<file path="src/rtl/vc32_mem_pkg.sv">
// Shared definitions for the cache <-> quad memory bus line-transfer path.
//   state_e       : controller FSM states
//   CMD_READ/WRITE: bus opcodes sent in the CMD phase
//   ADDR_NIBBLES  : number of address nibbles framed after the opcode
package vc32_mem_pkg;

  typedef enum logic [3:0] {
    ST_IDLE      = 4'd0,
    ST_CMD       = 4'd1,
    ST_ADDR      = 4'd2,
    ST_WDATA     = 4'd3,
    ST_DUMMY     = 4'd4,
    ST_RDATA     = 4'd5,
    ST_FILL_LAST = 4'd6,
    ST_GAP       = 4'd7,
    ST_DONE      = 4'd8
  } state_e;

  localparam logic [7:0] CMD_READ     = 8'hEB;
  localparam logic [7:0] CMD_WRITE    = 8'h38;
  localparam int         CMD_NIBBLES  = 2;
  localparam int         ADDR_NIBBLES = 6;

endpackage

</file>
<file path="src/rtl/nibble_shifter.sv">
// Loadable 32-bit shift register that presents its top nibble every cycle.
// Used to frame the 2 opcode nibbles followed by the 6 address nibbles.
//   clk_i, reset_i : clock, synchronous active-high reset
//   load_i         : load data_i (has priority over shift_i)
//   shift_i        : shift left by one nibble, zero fill
//   data_i         : {opcode, 24-bit address}
//   nib_o          : current top nibble
module nibble_shifter (
  input  logic        clk_i,
  input  logic        reset_i,
  input  logic        load_i,
  input  logic        shift_i,
  input  logic [31:0] data_i,
  output logic [3:0]  nib_o
);

  logic [31:0] sr_q, sr_d;

  always_comb begin
    sr_d = sr_q;
    if (load_i) begin
      sr_d = data_i;
    end else if (shift_i) begin
      sr_d = {sr_q[27:0], 4'h0};
    end
  end

  always_ff @(posedge clk_i) begin
    if (reset_i) begin
      sr_q <= '0;
    end else begin
      sr_q <= sr_d;
    end
  end

  // After all eight nibbles are shifted out the register holds zero, so the
  // bus idles at 0 outside the command/address phases.
  assign nib_o = sr_q[31:28];

endmodule

</file>
<file path="src/rtl/dcache_mem.sv">
// Line-transfer controller between the data cache and the nibble-wide memory
// bus. A miss request runs an optional dirty-line writeback (push) and then an
// optional line fill (pull); the core stalls on busy meanwhile.
//   clk, reset           : clock, synchronous active-high reset
//   req_push, req_pull   : transfer requests, sampled in IDLE only
//   wb_tag, fill_tag     : victim / fill line addresses, latched at accept
//   dwrite, rstrobe_d    : victim nibble from cache / consume-and-advance
//   dread, wstrobe_d     : fill nibble to cache / write-and-advance
//   busy, done           : transfer in progress / one-cycle completion pulse
//   mem_cs_n, mem_dout,
//   mem_doe, mem_din     : quad memory bus
//   dbg_state            : current FSM state, for observation only
//
// Request handshake: a request is a level. The requester raises req_push
// and/or req_pull with stable tags and holds them; the controller samples them
// only in IDLE (that edge is the acceptance), ignores them while busy, and
// pulses done once after the last phase. The requester may drop or re-raise
// the request in the done cycle; a still-high request starts a new transfer
// from the following IDLE cycle.
module dcache_mem
  import vc32_mem_pkg::*;
#(
  parameter int LINE_LENGTH  = 4,
  parameter int PA           = 22,
  parameter int DUMMY_CYCLES = 4
) (
  input  logic                                clk,
  input  logic                                reset,
  input  logic                                req_push,
  input  logic                                req_pull,
  input  logic [PA-$clog2(LINE_LENGTH)-1:0]   wb_tag,
  input  logic [PA-$clog2(LINE_LENGTH)-1:0]   fill_tag,
  input  logic [3:0]                          dwrite,
  output logic                                rstrobe_d,
  output logic [3:0]                          dread,
  output logic                                wstrobe_d,
  output logic                                busy,
  output logic                                done,
  output logic                                mem_cs_n,
  output logic [3:0]                          mem_dout,
  output logic                                mem_doe,
  input  logic [3:0]                          mem_din,
  output state_e                              dbg_state
);

  localparam int OFS_W        = $clog2(LINE_LENGTH);
  localparam int TAG_W        = PA - OFS_W;
  localparam int DATA_NIBBLES = 2 * LINE_LENGTH;

  // Phase counter reload values: each phase counts down to zero.
  localparam logic [4:0] CNT_CMD   = 5'(CMD_NIBBLES - 1);
  localparam logic [4:0] CNT_ADDR  = 5'(ADDR_NIBBLES - 1);
  localparam logic [4:0] CNT_DATA  = 5'(DATA_NIBBLES - 1);
  // The last turnaround cycle already carries read nibble 0 and is the first
  // RDATA capture cycle, so the DUMMY state itself is one shorter.
  localparam logic [4:0] CNT_DUMMY = 5'(DUMMY_CYCLES - 2);

  function automatic logic [23:0] line_addr(input logic [TAG_W-1:0] tag);
    logic [PA-1:0] pa;
    pa = {tag, {OFS_W{1'b0}}};
    return 24'(pa);
  endfunction

  state_e           state_q, state_d;
  logic [4:0]       cnt_q, cnt_d;
  logic             wr_phase_q, wr_phase_d;
  logic             pull_q, pull_d;
  logic [TAG_W-1:0] wb_tag_q, wb_tag_d;
  logic [TAG_W-1:0] fill_tag_q, fill_tag_d;
  logic [3:0]       wdata_q;
  logic [3:0]       dread_q;
  logic             wstrobe_q;

  logic             sh_load, sh_shift;
  logic [31:0]      sh_data;
  logic [3:0]       sh_nib;

  nibble_shifter u_shifter (
    .clk_i   (clk),
    .reset_i (reset),
    .load_i  (sh_load),
    .shift_i (sh_shift),
    .data_i  (sh_data),
    .nib_o   (sh_nib)
  );

  // Next-state logic. The shifter is loaded on the edge that enters CMD so
  // the first opcode nibble is on the bus for the whole first CMD cycle.
  always_comb begin
    state_d    = state_q;
    cnt_d      = cnt_q;
    wr_phase_d = wr_phase_q;
    pull_d     = pull_q;
    wb_tag_d   = wb_tag_q;
    fill_tag_d = fill_tag_q;
    sh_load    = 1'b0;
    sh_shift   = 1'b0;
    sh_data    = '0;

    unique case (state_q)
      ST_IDLE: begin
        if (req_push || req_pull) begin
          state_d    = ST_CMD;
          cnt_d      = CNT_CMD;
          wr_phase_d = req_push;
          pull_d     = req_pull;
          wb_tag_d   = wb_tag;
          fill_tag_d = fill_tag;
          sh_load    = 1'b1;
          sh_data    = req_push ? {CMD_WRITE, line_addr(wb_tag)}
                                : {CMD_READ, line_addr(fill_tag)};
        end
      end
      ST_CMD: begin
        sh_shift = 1'b1;
        if (cnt_q == 5'd0) begin
          state_d = ST_ADDR;
          cnt_d   = CNT_ADDR;
        end else begin
          cnt_d = cnt_q - 5'd1;
        end
      end
      ST_ADDR: begin
        sh_shift = 1'b1;
        if (cnt_q == 5'd0) begin
          state_d = wr_phase_q ? ST_WDATA : ST_DUMMY;
          cnt_d   = wr_phase_q ? CNT_DATA : CNT_DUMMY;
        end else begin
          cnt_d = cnt_q - 5'd1;
        end
      end
      ST_WDATA: begin
        if (cnt_q == 5'd0) begin
          state_d = pull_q ? ST_GAP : ST_DONE;
        end else begin
          cnt_d = cnt_q - 5'd1;
        end
      end
      ST_GAP: begin
        state_d    = ST_CMD;
        cnt_d      = CNT_CMD;
        wr_phase_d = 1'b0;
        sh_load    = 1'b1;
        sh_data    = {CMD_READ, line_addr(fill_tag_q)};
      end
      ST_DUMMY: begin
        if (cnt_q == 5'd0) begin
          state_d = ST_RDATA;
          cnt_d   = CNT_DATA;
        end else begin
          cnt_d = cnt_q - 5'd1;
        end
      end
      ST_RDATA: begin
        if (cnt_q == 5'd0) begin
          state_d = ST_FILL_LAST;
        end else begin
          cnt_d = cnt_q - 5'd1;
        end
      end
      ST_FILL_LAST: state_d = ST_DONE;
      ST_DONE:      state_d = ST_IDLE;
      default:      state_d = ST_IDLE;
    endcase
  end

  always_ff @(posedge clk) begin
    if (reset) begin
      state_q    <= ST_IDLE;
      cnt_q      <= '0;
      wr_phase_q <= 1'b0;
      pull_q     <= 1'b0;
      wb_tag_q   <= '0;
      fill_tag_q <= '0;
    end else begin
      state_q    <= state_d;
      cnt_q      <= cnt_d;
      wr_phase_q <= wr_phase_d;
      pull_q     <= pull_d;
      wb_tag_q   <= wb_tag_d;
      fill_tag_q <= fill_tag_d;
    end
  end

  // Victim read strobes lead the bus by one cycle: the nibble consumed in the
  // last ADDR cycle is on mem_dout during the first WDATA cycle.
  assign rstrobe_d = wr_phase_q &&
                     (((state_q == ST_ADDR) && (cnt_q == 5'd0)) ||
                      ((state_q == ST_WDATA) && (cnt_q != 5'd0)));

  always_ff @(posedge clk) begin
    if (reset) begin
      wdata_q   <= '0;
      dread_q   <= '0;
      wstrobe_q <= 1'b0;
    end else begin
      if (rstrobe_d) begin
        wdata_q <= dwrite;
      end
      if (state_q == ST_RDATA) begin
        dread_q <= mem_din;
      end
      // One fill strobe per RDATA capture; the last one lands in FILL_LAST.
      wstrobe_q <= (state_q == ST_RDATA);
    end
  end

  assign dread     = dread_q;
  assign wstrobe_d = wstrobe_q;
  assign mem_dout  = (state_q == ST_WDATA) ? wdata_q : sh_nib;
  assign mem_doe   = (state_q == ST_CMD) || (state_q == ST_ADDR) ||
                     (state_q == ST_WDATA);
  assign mem_cs_n  = !((state_q == ST_CMD)   || (state_q == ST_ADDR)  ||
                       (state_q == ST_WDATA) || (state_q == ST_DUMMY) ||
                       (state_q == ST_RDATA) || (state_q == ST_FILL_LAST));
  assign busy      = (state_q != ST_IDLE) && (state_q != ST_DONE);
  assign done      = (state_q == ST_DONE);
  assign dbg_state = state_q;

endmodule

</file>
<file path="config.mk">
export PLATFORM = sky130hd
export DESIGN_NAME = dcache_mem
export DESIGN_NICKNAME = d
export VERILOG_FILES = /design/src/rtl/vc32_mem_pkg.sv /design/src/rtl/nibble_shifter.sv /design/src/rtl/dcache_mem.sv
export SDC_FILE = /design/constraint.sdc
export NUM_CORES = 1
export LEC_CHECK = 0
export ABC_AREA = 1
export CAP_MARGIN = 30
export CORE_AREA = 4 4 116 118
export DETAILED_ROUTE_END_ITERATION = 6
export DIE_AREA = 0 0 120 122
export PLACE_DENSITY = 0.54
export SLEW_MARGIN = 20
export SYNTH_ARGS = -nofsm -noshare
export SYNTH_HDL_FRONTEND = slang
export SYNTH_SLANG_ARGS = --single-unit
</file>
<file path="constraint.sdc">
create_clock -name clk -period 1.7 [get_ports clk]
set_input_delay 0.34 -clock clk [delete_from_list [all_inputs] [get_ports clk]]
set_output_delay 0.34 -clock clk [all_outputs]
set_load 0.005 [all_outputs]
</file>
==> key figures, run 1 <==
Finish
  • Register Area: 1410 um2
  • Finished Layout Cells: 840
  • Area Growth Syn to Fin: 50.8%
  • Area of the multi-input gates: 2140 um2
  • FILL cells: 1261
  • Final #Nets: 717
  • Share of layout cells above drive strength 1: 29.2%
  • Post-layout utilization of the core: 44.7%
  • Final Cell Area: 5570 um2
  • # diodes: 0

Synthesis
  • Netlist cell types: 31
  • #FFs+latches synth: 70
  • Post-synth net total: 586
  • Async S/R FF share, synth: 0%
  • Mapped Cells: 533
  • Sequential-to-total area share from yosys stat: 38.0%
  • Post-synth EDFFs: 0
  • Avg Inst Size Synth: 6.93 um2
  • Yosys warning total: 0
  • Post-synthesis instance area: 3690 um2
  • Main synth FF type: dfxtp_1

Clock network
  • CTS Buf Count: 9
  • TritonCTS clock tree: yes
  • Root buf cell: clkbuf_16
  • Clock sink total: 70
  • Clock insertion delay at the later pin of the skew report: 0.33 ns
  • Clock Pin Slew Worst Setup and Hold Paths: 0.06 ns
  • Max Buffers Root-to-Sink: 2
  • H-tree levels: 3

Critical path
  • Worst path slowest cell: dfxtp_2
  • Worst EP required: 1.36 ns
  • Crit-path cells: buf_6 -> buf_6 -> nor2_4 -> buf_6 -> nand2_4 -> nor2_2 -> buf_2
  • Critical Path AT: 1.35 ns
  • Worst setup path category: reg -> out
  • Worst Setup End Kind: output pin
  • CP max stage delay: 0.32 ns
  • CP dominant cell by count: buf_6
  • Crit path launch type: flop
  • Max FO, Critical Path: 4

Power
  • P_leak: 2.38 nW
  • P per Cell Area: 1860 nW/um2
  • VDD IR max: 0.000649 V
  • Total power: 10.4 mW

Timing
  • Final worst-path cycle share: 99.7%
  • Max Slew Vio Count: 0
  • Setup Viol. Count Final: 0
  • Slew HR: 61.3%
  • Total negative setup slack: 0 ns
  • F_max: 590 MHz
  • RSZ-0062 raised after global routing: true
  • Final hold viol count: 0
  • Worst slew pin tran: 0.580 ns
  • Clock skew: 0.00881 ns
  • Minimum clock period: 1.69 ns

Global route
  • Largest net degree at the start of global routing: 45
  • Gr ovfl total: 0
  • Antenna violations before repair: 0
  • First-pass GRT wire length: 18600 um
  • Vias in the first global route: 3924
  • GRT Total Usage: 15.7%

Floorplan
  • DIE HEIGHT: 122 um
  • Chip width: 120 um
  • Core area: 12500 um2
  • Initial core utilization: 29.6%
  • Rows: 41
  • Io pins: 70
  • Die area: 14600 um2

Detailed routing
  • Vias: 3850
  • DRT Pass-1 Iters: 4
  • WL final: 11200 um
  • DRC violation count after routing: 0
  • DRT iter0 DRCs: 178
  • Vias/cell: 4.58
  • Drt wl/cell: 13.4 um
  • Routed Antenna Nets: 0

Run status
  • Status: completed

Placed design
  • Dpl hpwl: 7920 um
  • Post-Place Cell Area: 4850 um2
  • Placed Instances: 798
  • Port-buffer cells: 69
  • Final GP Congestion: 0.869

Flow run
  • Max Cap Violations: 0

Worst hold path
  • Worst hold path type: in -> reg
[repair_timing]
| action | CTS | global route |
|---|---|---|
| gates cloned | 0 | 2 |
| hold buffers | 0 | 0 |
| pin swaps | 14 | 17 |
| setup buffers | 21 | 5 |
| resized for setup | 73 | 43 |
| endpoints found under the setup margin | 19 | 39 |
[through the flow]
step                      hold WS, ns  worst slack [ns]
after global placement          0.432            -0.172
after global routing            0.373           -0.0714
after detailed placement        0.442            -0.191
final                           0.354           0.00591
after CTS                       0.339           -0.0748
after floorplan                 0.421             0.204
[synth_stat cells, types with 7 or more instances]
| master | count | share of area, % |
|---|---|---|
| inv_2 | 7 | 0.71 |
| nand3_1 | 57 | 7.7 |
| o21ai_1 | 7 | 0.95 |
| nand2_2 | 18 | 3.0 |
| clkbuf_1 | 11 | 1.1 |
| o21ai_0 | 28 | 3.8 |
| nand2_1 | 144 | 15 |
| nor2_1 | 42 | 4.3 |
| nand3_2 | 8 | 2.2 |
| a21oi_2 | 7 | 1.7 |
| dfxtp_1 | 70 | 38 |
| a21oi_1 | 64 | 8.7 |
| inv_1 | 30 | 3.0 |
[registers in the layout (all words and copies together) (netlist names)]
| name | cells |
|---|---|
| u_shifter.sr_q | 30 |
| fill_tag_q | 20 |
| cnt_q | 5 |
| dbg_state | 4 |
| dread | 4 |
| wdata_q | 4 |
| pull_q | 1 |
| wr_phase_q | 1 |
| wstrobe_d | 1 |
[cells in the final DEF (no fill, tap or decap), types with 4 or more instances in the layout]
| master | Yosys | routed |
|---|---|---|
| nand2_1 | 144 | 130 |
| dfxtp_1 | 70 | 66 |
| nand3_1 | 57 | 56 |
| clkdlybuf4s50_1 | 0 | 56 |
| a21oi_1 | 64 | 53 |
| buf_4 | 3 | 53 |
| nor2_1 | 42 | 39 |
| inv_1 | 30 | 27 |
| nand2_2 | 18 | 26 |
| o21ai_0 | 28 | 24 |
| a21oi_2 | 7 | 17 |
| buf_6 | 5 | 17 |
| o21ai_1 | 7 | 9 |
| clkbuf_16 | 0 | 9 |
| buf_2 | 5 | 9 |
| inv_2 | 7 | 8 |
| nand3_2 | 8 | 8 |
| nand2_4 | 2 | 7 |
| nor2_4 | 2 | 6 |
| o211ai_1 | 5 | 5 |
| buf_12 | 1 | 5 |
| nand2_8 | 3 | 4 |
| dfxtp_2 | 0 | 4 |
[kinds of logic (layout without fill, tap and decap cells)]
kind of cell	Yosys count	count (layout)	share of synthesized area, %
AND/OR/NAND/NOR	280	282	35.8
buffers and inverters	68	201	9.18
adder cells (fa/ha/maj)	1	1	0.339
AO/OA/AOI/OAI	112	112	16.3
XOR/XNOR	2	2	0.475
flip-flops	70	70	38.0
[power by group]
part / leakage (nW) / internal, mW / switching, mW / total (mW)
Clock: 0.137 / 1.12 / 0.703 / 1.83
Sequential: 0.577 / 2.21 / 0.288 / 2.50
Combinational: 1.66 / 2.69 / 3.35 / 6.05
Total: 2.38 / 6.03 / 4.34 / 10.4
[layer usage]
layer / global-route usage [%] / vias to the layer above / share of wire (%)
met2: 26.3 / 95 / 49
li1: - / 2010 / -
met3: 3.90 / 13 / 4.9
met5: 0 / - / 0
met1: 19.7 / 1732 / 45
met4: 5.15 / 0 / 1.1
[worst max-delay path, delay by kind of cell, from the launching register on]
family / cells / cell delay, ns
DFF: 1 / 0.32
and+or+nand+nor: 3 / 0.25
buffers and inverters: 4 / 0.46
[worst paths after layout]
check | endpoint | start | slack [ns] | cells past startpoint
max | done | dbg_state[0] | 0.006 | 7
min | u_shifter.sr_q[14] | reset | 0.35 | 4
max reg2reg | u_shifter.sr_q[19] | dbg_state[2] | 0.06 | 11
min reg2reg | fill_tag_q[2] | fill_tag_q[2] | 0.45 | 2
[layout make-up]
type	count	share of cell area, %
Timing Repair Buffer	145	24.1
Tap cell	172	3.87
Sequential cell	70	25.3
Inverter	41	3.21
Multi-Input combinational cell	397	38.4
Clock buffer	9	4.04
Clock inverter	6	1.15
Power figures use the tool's default switching activity.
==> run 2, diff against run 1 <==
--- a/config.mk
+++ b/config.mk
@@ -6,11 +6,11 @@
 export NUM_CORES = 1
 export LEC_CHECK = 0
 export ABC_AREA = 1
+export ABC_CLOCK_PERIOD_IN_PS = 1700
 export CAP_MARGIN = 30
 export CORE_AREA = 4 4 116 118
 export DETAILED_ROUTE_END_ITERATION = 6
 export DIE_AREA = 0 0 120 122
-export PLACE_DENSITY = 0.54
 export SLEW_MARGIN = 20
 export SYNTH_ARGS = -nofsm -noshare
 export SYNTH_HDL_FRONTEND = slang
==> run 2 against run 1 <==
The flow now finishes with violations (setup timing). Cell area increased by 4.0%. Combinational power increased by 14%. Sequential power about the same. Register-to-register slack got worse by 0.11 ns. Largest power group unchanged.
==> key figures, run 2 (same netlist as run 1, synthesis figures left out) <==
Critical path
  • Critical Path Start: dbg_state[2] (was dbg_state[0])
  • FF-to-FF Start: dbg_state[1] (was dbg_state[2])
  • R2R cell count: 12 (was 11)
  • Worst Setup End Kind: output pin (unchanged)
  • Worst reg2reg setup slack: -0.05 ns (was 0.06 ns)
  • Worst R2R End: u_shifter.sr_q[4] (was u_shifter.sr_q[19])
  • Worst EP required: 1.36 ns (about the same)
  • Worst Setup EP: mem_cs_n (was done)
  • Crit path launch type: flop (unchanged)
  • Critical Path AT: 1.42 ns (was 1.35 ns)
  • Max FO, Critical Path: 3 (was 4)
  • Worst setup path category: reg -> out (unchanged)

Run status
  • Status: finished with violations (was completed)
  • Failing checks: setup timing

Detailed routing
  • Vias: 3979 (was 3850)
  • DRT Pass-1 Iters: 4 (unchanged)
  • Routed Antenna Nets: 0 (unchanged)
  • DRT iter0 DRCs: 220 (was 178)
  • WL final: 11800 um (was 11200 um)
  • DRC violation count after routing: 0 (unchanged)
  • Vias/cell: 4.72 (was 4.58)
  • Drt wl/cell: 14.0 um (was 13.4 um)

Finish
  • Area Growth Syn to Fin: 56.8% (was 50.8%)
  • # diodes: 0 (unchanged)
  • Commonest cells after routing, fill and taps aside: nand2_1 (124), dfxtp_1 (66), clkdlybuf4s50_1 (56), buf_4 (56), a21oi_1 (52) (was nand2_1 (130), dfxtp_1 (66), nand3_1 (56), clkdlybuf4s50_1 (56))
  • Biggest regs: u_shifter.sr_q x30, fill_tag_q x20, cnt_q x5 (unchanged)
  • Final Cell Area: 5790 um2 (was 5570 um2)
  • Largest Register: u_shifter.sr_q (unchanged)
  • FILL cells: 1217 (was 1261)
  • Final #Nets: 719 (was 717)
  • Max FFs per register: 30 (unchanged)
  • Leading cell type in the layout, fill and taps excluded: nand2_1 (unchanged)
  • Share of layout cells above drive strength 1: 33.4% (was 29.2%)

Placed design
  • Dpl hpwl: 7760 um (was 7920 um)
  • Port-buffer cells: 69 (unchanged)
  • Post-Place Cell Area: 4850 um2 (unchanged)
  • Final GP Congestion: 0.943 (was 0.869)
  • Place WS: -0.176 ns (was -0.191 ns)

Power
  • VDD IR max: 0.000942 V (was 0.000649 V)
  • P per Cell Area: 1960 nW/um2 (was 1860 nW/um2)
  • P_leak: 2.46 nW (was 2.38 nW)
  • Total power: 11.4 mW (was 10.4 mW)

Clock network
  • Root buf cell: clkbuf_16 (unchanged)
  • Clock insertion delay at the later pin of the skew report: 0.33 ns (about the same)
  • TritonCTS clock tree: yes (unchanged)
  • Max Buffers Root-to-Sink: 2 (unchanged)
  • CTS Buf Count: 9 (unchanged)
  • Clock Pin Slew Worst Setup and Hold Paths: 0.06 ns (about the same)
  • Cts hold-fix bufs: 0 (unchanged)
  • Clock sink total: 70 (unchanged)
  • H-tree levels: 3 (unchanged)

Timing
  • Minimum clock period: 1.76 ns (was 1.69 ns)
  • Final hold viol count: 0 (unchanged)
  • Clock skew: 0.00960 ns (was 0.00881 ns)
  • F_max: 568 MHz (was 590 MHz)
  • Total negative setup slack: -0.265 ns (was 0 ns)
  • Final worst-path cycle share: 104% (was 99.7%)
  • Slew HR: 61.2% (was 61.3%)
  • Min setup slack post-route: -0.0600 ns (was 0.00591 ns)
  • Worst slew pin tran: 0.582 ns (was 0.580 ns)
  • Setup Viol. Count Final: 10 (was 0)
  • RSZ-0062 raised after global routing: true (unchanged)
  • Max Slew Vio Count: 0 (unchanged)

Global route
  • Largest net degree at the start of global routing: 45 (unchanged)
  • Vias in the first global route: 3913 (was 3924)
  • Antenna violations before repair: 0 (unchanged)
  • Gr ovfl total: 0 (unchanged)
  • GRT Total Usage: 15.6% (was 15.7%)
  • First-pass GRT wire length: 18500 um (was 18600 um)

Floorplan
  • Initial core utilization: 29.6% (unchanged)
  • Chip width: 120 um (unchanged)
  • Die area: 14600 um2 (unchanged)
  • Core area: 12500 um2 (unchanged)
  • DIE HEIGHT: 122 um (unchanged)
  • Rows: 41 (unchanged)
  • Io pins: 70 (unchanged)

Flow run
  • Max Cap Violations: 0 (unchanged)

Worst hold path
  • Worst hold path type: in -> reg (unchanged)
-- run 2: changes by cell type in the layout (fill, tap and decap cells not counted), sizes merged --
cell / before / now
clkbuf: 10 / 18
inv: 39 / 40
nor2: 49 / 47
dlygate4sd2: 3 / 1
nand2: 167 / 169
clkinvlp: 2 / 0
clkinv: 5 / 4
clkdlybuf4s15: 0 / 1
buf: 85 / 83
-- run 2: worst min path at each step --
stage                  startpoint                  to  slack, ns  depth (start not counted)
finish                      reset  u_shifter.sr_q[17]       0.36                          4
global placement    fill_tag_q[3]       fill_tag_q[3]       0.43                          2
detailed placement       cnt_q[4]            cnt_q[4]       0.43                          2
global route                reset  u_shifter.sr_q[17]       0.38                          4
floorplan                cnt_q[4]            cnt_q[4]       0.42                          2
CTS                         reset  u_shifter.sr_q[17]       0.35                          4
-- run 2: repair_timing --
item                                    4_1_cts  5_1_grt
gates cloned                                  1        4
setup buffers                                18        7
endpoints found under the hold margin         0        0
resized for setup                            61       86
endpoints found under the setup margin       34       64
pin swaps                                    10       17
-- run 2: layout make-up --
type	count	area (um2)	share of cell area [%]
well taps	172	215	3.72
multi-input cells	397	2260	39.1
repair buffers	147	1430	24.6
inverters	41	179	3.09
flip-flops and latches	70	1410	24.3
clock buffers	12	256	4.43
clock inverters	4	45.0	0.778
-- run 2: metrics by stage --
step	utilization, %	instances	hold WS (ns)
after global routing	46.4	843	0.380
after detailed placement	38.9	798	0.434
final	46.4	843	0.357
after CTS	43.2	833	0.354
after floorplan	-	533	0.421
after global placement	38.9	798	0.431
-- run 2: critical path, cell delays in order, from the launching register on --
cell,delay [ns]
dfxtp_2,0.34
nor2_4,0.18
buf_6,0.13
buf_6,0.09
nand2_4,0.05
nand2_4,0.08
inv_2,0.04
nand2_2,0.04
inv_1,0.04
buf_2,0.11
-- run 2: power by group --
group          total [mW]  internal [mW]  switching, mW
clock network        1.91           1.21          0.700
registers            2.53           2.21          0.316
logic                6.92           3.26           3.66
total                11.4           6.68           4.68
-- run 2: metal layers --
| metal | GRT usage, % | vias up | wire (um) |
|---|---|---|---|
| li1 | - | 2008 | - |
| met1 | 19.4 | 1824 | 5170 |
| met2 | 26.5 | 124 | 5880 |
| met3 | 3.57 | 23 | 529 |
| met4 | 5.58 | 0 | 194 |
| met5 | 0 | - | 0 |
==> run 3, diff against run 2 <==
--- a/config.mk
+++ b/config.mk
@@ -9,6 +9,7 @@
 export ABC_CLOCK_PERIOD_IN_PS = 1700
 export CAP_MARGIN = 30
 export CORE_AREA = 4 4 116 118
+export CTS_BUF_LIST = sky130_fd_sc_hd__clkbuf_8
 export DETAILED_ROUTE_END_ITERATION = 6
 export DIE_AREA = 0 0 120 122
 export SLEW_MARGIN = 20
==> run 3 against run 2 <==
The flow still finishes with violations (setup timing). Sequential power barely moved. Fmax fell by 0.83%. Core utilization grew 0.34 points. Cell area up 0.73%. Total power down 0.97%. Critical path depth is 2 lower. Clock power fell by 27%. Largest power group unchanged. Routed wire length up 5.2%. Global-route usage increased by 0.13 points. Clock-buffer cell count is 1 lower. Combinational power is 5.8% higher.
==> key figures, run 3 (same netlist as run 1, synthesis figures left out) <==
Critical path
  • Crit path launch type: flop (unchanged)
  • FF-to-FF Start: dbg_state[1] (unchanged)
  • CP max stage delay: 0.36 ns (was 0.34 ns)
  • Worst EP required: 1.36 ns (about the same)
  • WP buf/inv: 4 (was 5)
  • CP dominant cell by count: buf_6
  • Crit-path cells: nand2_2 -> inv_2 -> nand2_4 -> buf_6 -> buf_6 -> o21ai_2 -> buf_2 (was nor2_4 -> buf_6 -> buf_6 -> nand2_4 -> nand2_4 -> inv_2 -> nand2_2 -> inv_1 -> buf_2)
  • Critical Path AT: 1.43 ns (was 1.42 ns)
  • Worst reg2reg setup slack: -0.06 ns (was -0.05 ns)
  • Worst Setup End Kind: output pin (unchanged)
  • R2R cell count: 11 (was 12)
  • Worst R2R End: u_shifter.sr_q[4] (unchanged)
  • CP top delay family: buffers and inverters (unchanged)
  • Worst setup path category: reg -> out (unchanged)
  • Worst path slowest cell: dfxtp_2 (unchanged)
  • Max FO, Critical Path: 4 (was 3)

Global route
  • Largest net degree at the start of global routing: 45 (unchanged)
  • Vias in the first global route: 3950 (was 3913)
  • Antenna violations before repair: 0 (unchanged)
  • Met3 Usage GRT: 3.81% (was 3.57%)
  • Most Crowded Layer GR: met2 (unchanged)
  • GRT Total Usage: 15.7% (was 15.6%)
  • GRT met1 Usage: 19.3% (was 19.4%)
  • M2 GR Usage: 26.5% (about the same)
  • Gr ovfl total: 0 (unchanged)
  • First-pass GRT wire length: 18500 um (about the same)

Finish
  • Post-layout utilization of the core: 46.8% (was 46.4%)
  • Max FFs per register: 30 (unchanged)
  • Leading cell type in the layout, fill and taps excluded: nand2_1 (unchanged)
  • Finished Layout Cells: 852 (was 843)
  • FILL cells: 1207 (was 1217)
  • Area Growth Syn to Fin: 57.9% (was 56.8%)
  • Final #Nets: 728 (was 719)
  • Share of layout cells above drive strength 1: 34.7% (was 33.4%)
  • Biggest regs: u_shifter.sr_q x30, fill_tag_q x20, cnt_q x5 (unchanged)
  • Largest Register: u_shifter.sr_q (unchanged)
  • Commonest cells after routing, fill and taps aside: nand2_1 (119), dfxtp_1 (65), clkdlybuf4s50_1 (55) (was nand2_1 (124), dfxtp_1 (66), clkdlybuf4s50_1 (56), buf_4 (56), a21oi_1 (52))
  • Final Cell Area: 5830 um2 (was 5790 um2)
  • # diodes: 0 (unchanged)

Detailed routing
  • Vias: 4100 (was 3979)
  • WL final: 12400 um (was 11800 um)
  • Drt wl/cell: 14.5 um (was 14.0 um)
  • DRC violation count after routing: 0 (unchanged)
  • DRT Pass-1 Iters: 6 (was 4)
  • Vias/cell: 4.81 (was 4.72)
  • Routed Antenna Nets: 0 (unchanged)
  • DRT iter0 DRCs: 235 (was 220)

Timing
  • Worst slew pin tran: 0.571 ns (was 0.582 ns)
  • Clock skew: 0.0157 ns (was 0.00960 ns)
  • Final worst-path cycle share: 104% (about the same)
  • RSZ-0062 raised after global routing: true (unchanged)
  • Max Slew Vio Count: 0 (unchanged)
  • Final hold viol count: 0 (unchanged)
  • Minimum clock period: 1.77 ns (was 1.76 ns)
  • F_max: 563 MHz (was 568 MHz)
  • Total negative setup slack: -0.743 ns (was -0.265 ns)
  • Final Hold Slack: 0.375 ns (was 0.357 ns)
  • Setup Viol. Count Final: 17 (was 10)
  • Slew HR: 61.9% (was 61.2%)
  • Min setup slack post-route: -0.0747 ns (was -0.0600 ns)

Floorplan
  • Chip width: 120 um (unchanged)
  • Core area: 12500 um2 (unchanged)
  • Rows: 41 (unchanged)
  • Io pins: 70 (unchanged)
  • DIE HEIGHT: 122 um (unchanged)
  • Initial core utilization: 29.6% (unchanged)
  • Die area: 14600 um2 (unchanged)

Power
  • Comb pwr share: 65.1% (was 60.9%)
  • Psw: 4.87 mW (was 4.68 mW)
  • P per Cell Area: 1930 nW/um2 (was 1960 nW/um2)
  • P_leak: 2.51 nW (was 2.46 nW)
  • Reg power frac: 22.5% (was 22.3%)
  • VDD IR max: 0.000684 V (was 0.000942 V)
  • Power Internal: 6.37 mW (was 6.68 mW)
  • Total power: 11.2 mW (was 11.4 mW)
  • Clk pwr share: 12.3% (was 16.8%)
  • Switching part of the total power: 43.3% (was 41.2%)

Clock network
  • Cts hold-fix bufs: 0 (unchanged)
  • CTS Buf Count: 9 (unchanged)
  • Clock insertion delay at the later pin of the skew report: 0.36 ns (was 0.33 ns)
  • Max Buffers Root-to-Sink: 2 (unchanged)
  • TritonCTS clock tree: yes (unchanged)
  • Clock sink total: 70 (unchanged)
  • Root buf cell: clkbuf_8 (was clkbuf_16)
  • H-tree levels: 3 (unchanged)
  • Clock Pin Slew Worst Setup and Hold Paths: 0.08 ns (was 0.06 ns)

Placed design
  • Dpl hpwl: 7760 um (unchanged)
  • Placed Instances: 798 (unchanged)
  • Post-Place Cell Area: 4850 um2 (unchanged)
  • Final GP Congestion: 0.943 (unchanged)
  • Port-buffer cells: 69 (unchanged)
  • Place WS: -0.176 ns (unchanged)

Run status
  • Failing checks: setup timing (unchanged)
  • Status: finished with violations (unchanged)

Flow run
  • Max Cap Violations: 0 (unchanged)

Worst hold path
  • Min-delay src: reset (unchanged)
  • Worst hold path type: in -> reg (unchanged)
  • WHS Path Cells: 4 (unchanged)
  • Worst Hold Endpoint: u_shifter.sr_q[17] (unchanged)
run 3: cell types whose count changed in the layout (fill, tap and decap cells not counted), sizes merged, moves of 2 or more:
cell         before  now
clkbuf           18   14
buf              83   92
dlygate4sd2       1    3
nor2             47   49
run 3: metal layers:
| metal | vias up | wire length [um] | part of all wire (%) |
|---|---|---|---|
| met5 | - | 0 | 0 |
| met4 | 0 | 302 | 2.4 |
| met3 | 31 | 705 | 5.7 |
| met2 | 147 | 6170 | 50 |
| met1 | 1892 | 5210 | 42 |
| li1 | 2030 | - | - |
run 3: worst max-delay path by stage:
stage          slack (ns)  depth (start not counted)                 to          from
3_3_place_gp        -0.16                         10           cnt_q[3]      req_push
3_5_place_dp        -0.18                          6  u_shifter.sr_q[3]      req_pull
4_1_cts             -0.07                          8          rstrobe_d  dbg_state[3]
6_report            -0.07                          7        mem_dout[2]  dbg_state[1]
2_1_floorplan        0.20                          7          rstrobe_d  dbg_state[1]
5_1_grt             -0.16                          9          rstrobe_d  dbg_state[1]
run 3: what timing repair did:
action / in CTS / in global routing
pin swaps: 10 / 25
buffers inserted: 18 / 13
setup endpoints to repair: 38 / 63
cloned: 1 / 7
gates resized for setup: 78 / 89
run 3: area by class of cell:
| class | instances | area (um2) | share of cell area, % |
|---|---|---|---|
| Multi-Input combinational cell | 398 | 2310 | 39.6 |
| Timing Repair Buffer | 154 | 1500 | 25.7 |
| Sequential cell | 70 | 1410 | 24.1 |
| Tap cell | 172 | 215 | 3.69 |
| Inverter | 41 | 184 | 3.15 |
| Clock buffer | 11 | 151 | 2.60 |
| Clock inverter | 5 | 48.8 | 0.837 |
| Timing Repair inverter | 1 | 11.3 | 0.193 |
run 3: power groups by stage:
stage	logic, mW	registers, mW	clock network, mW
global route	7.88	2.59	1.47
floorplan	3.20	2.48	0
finish	7.32	2.53	1.39
global placement	5.01	2.50	0
detailed placement	5.07	2.52	0
CTS	5.51	2.50	1.40
run 3: worst min-delay path, cell delays in order:
cell     delay [ns]
buf_2          0.09
inv_1          0.11
nand2_1        0.10
nor2_1         0.03
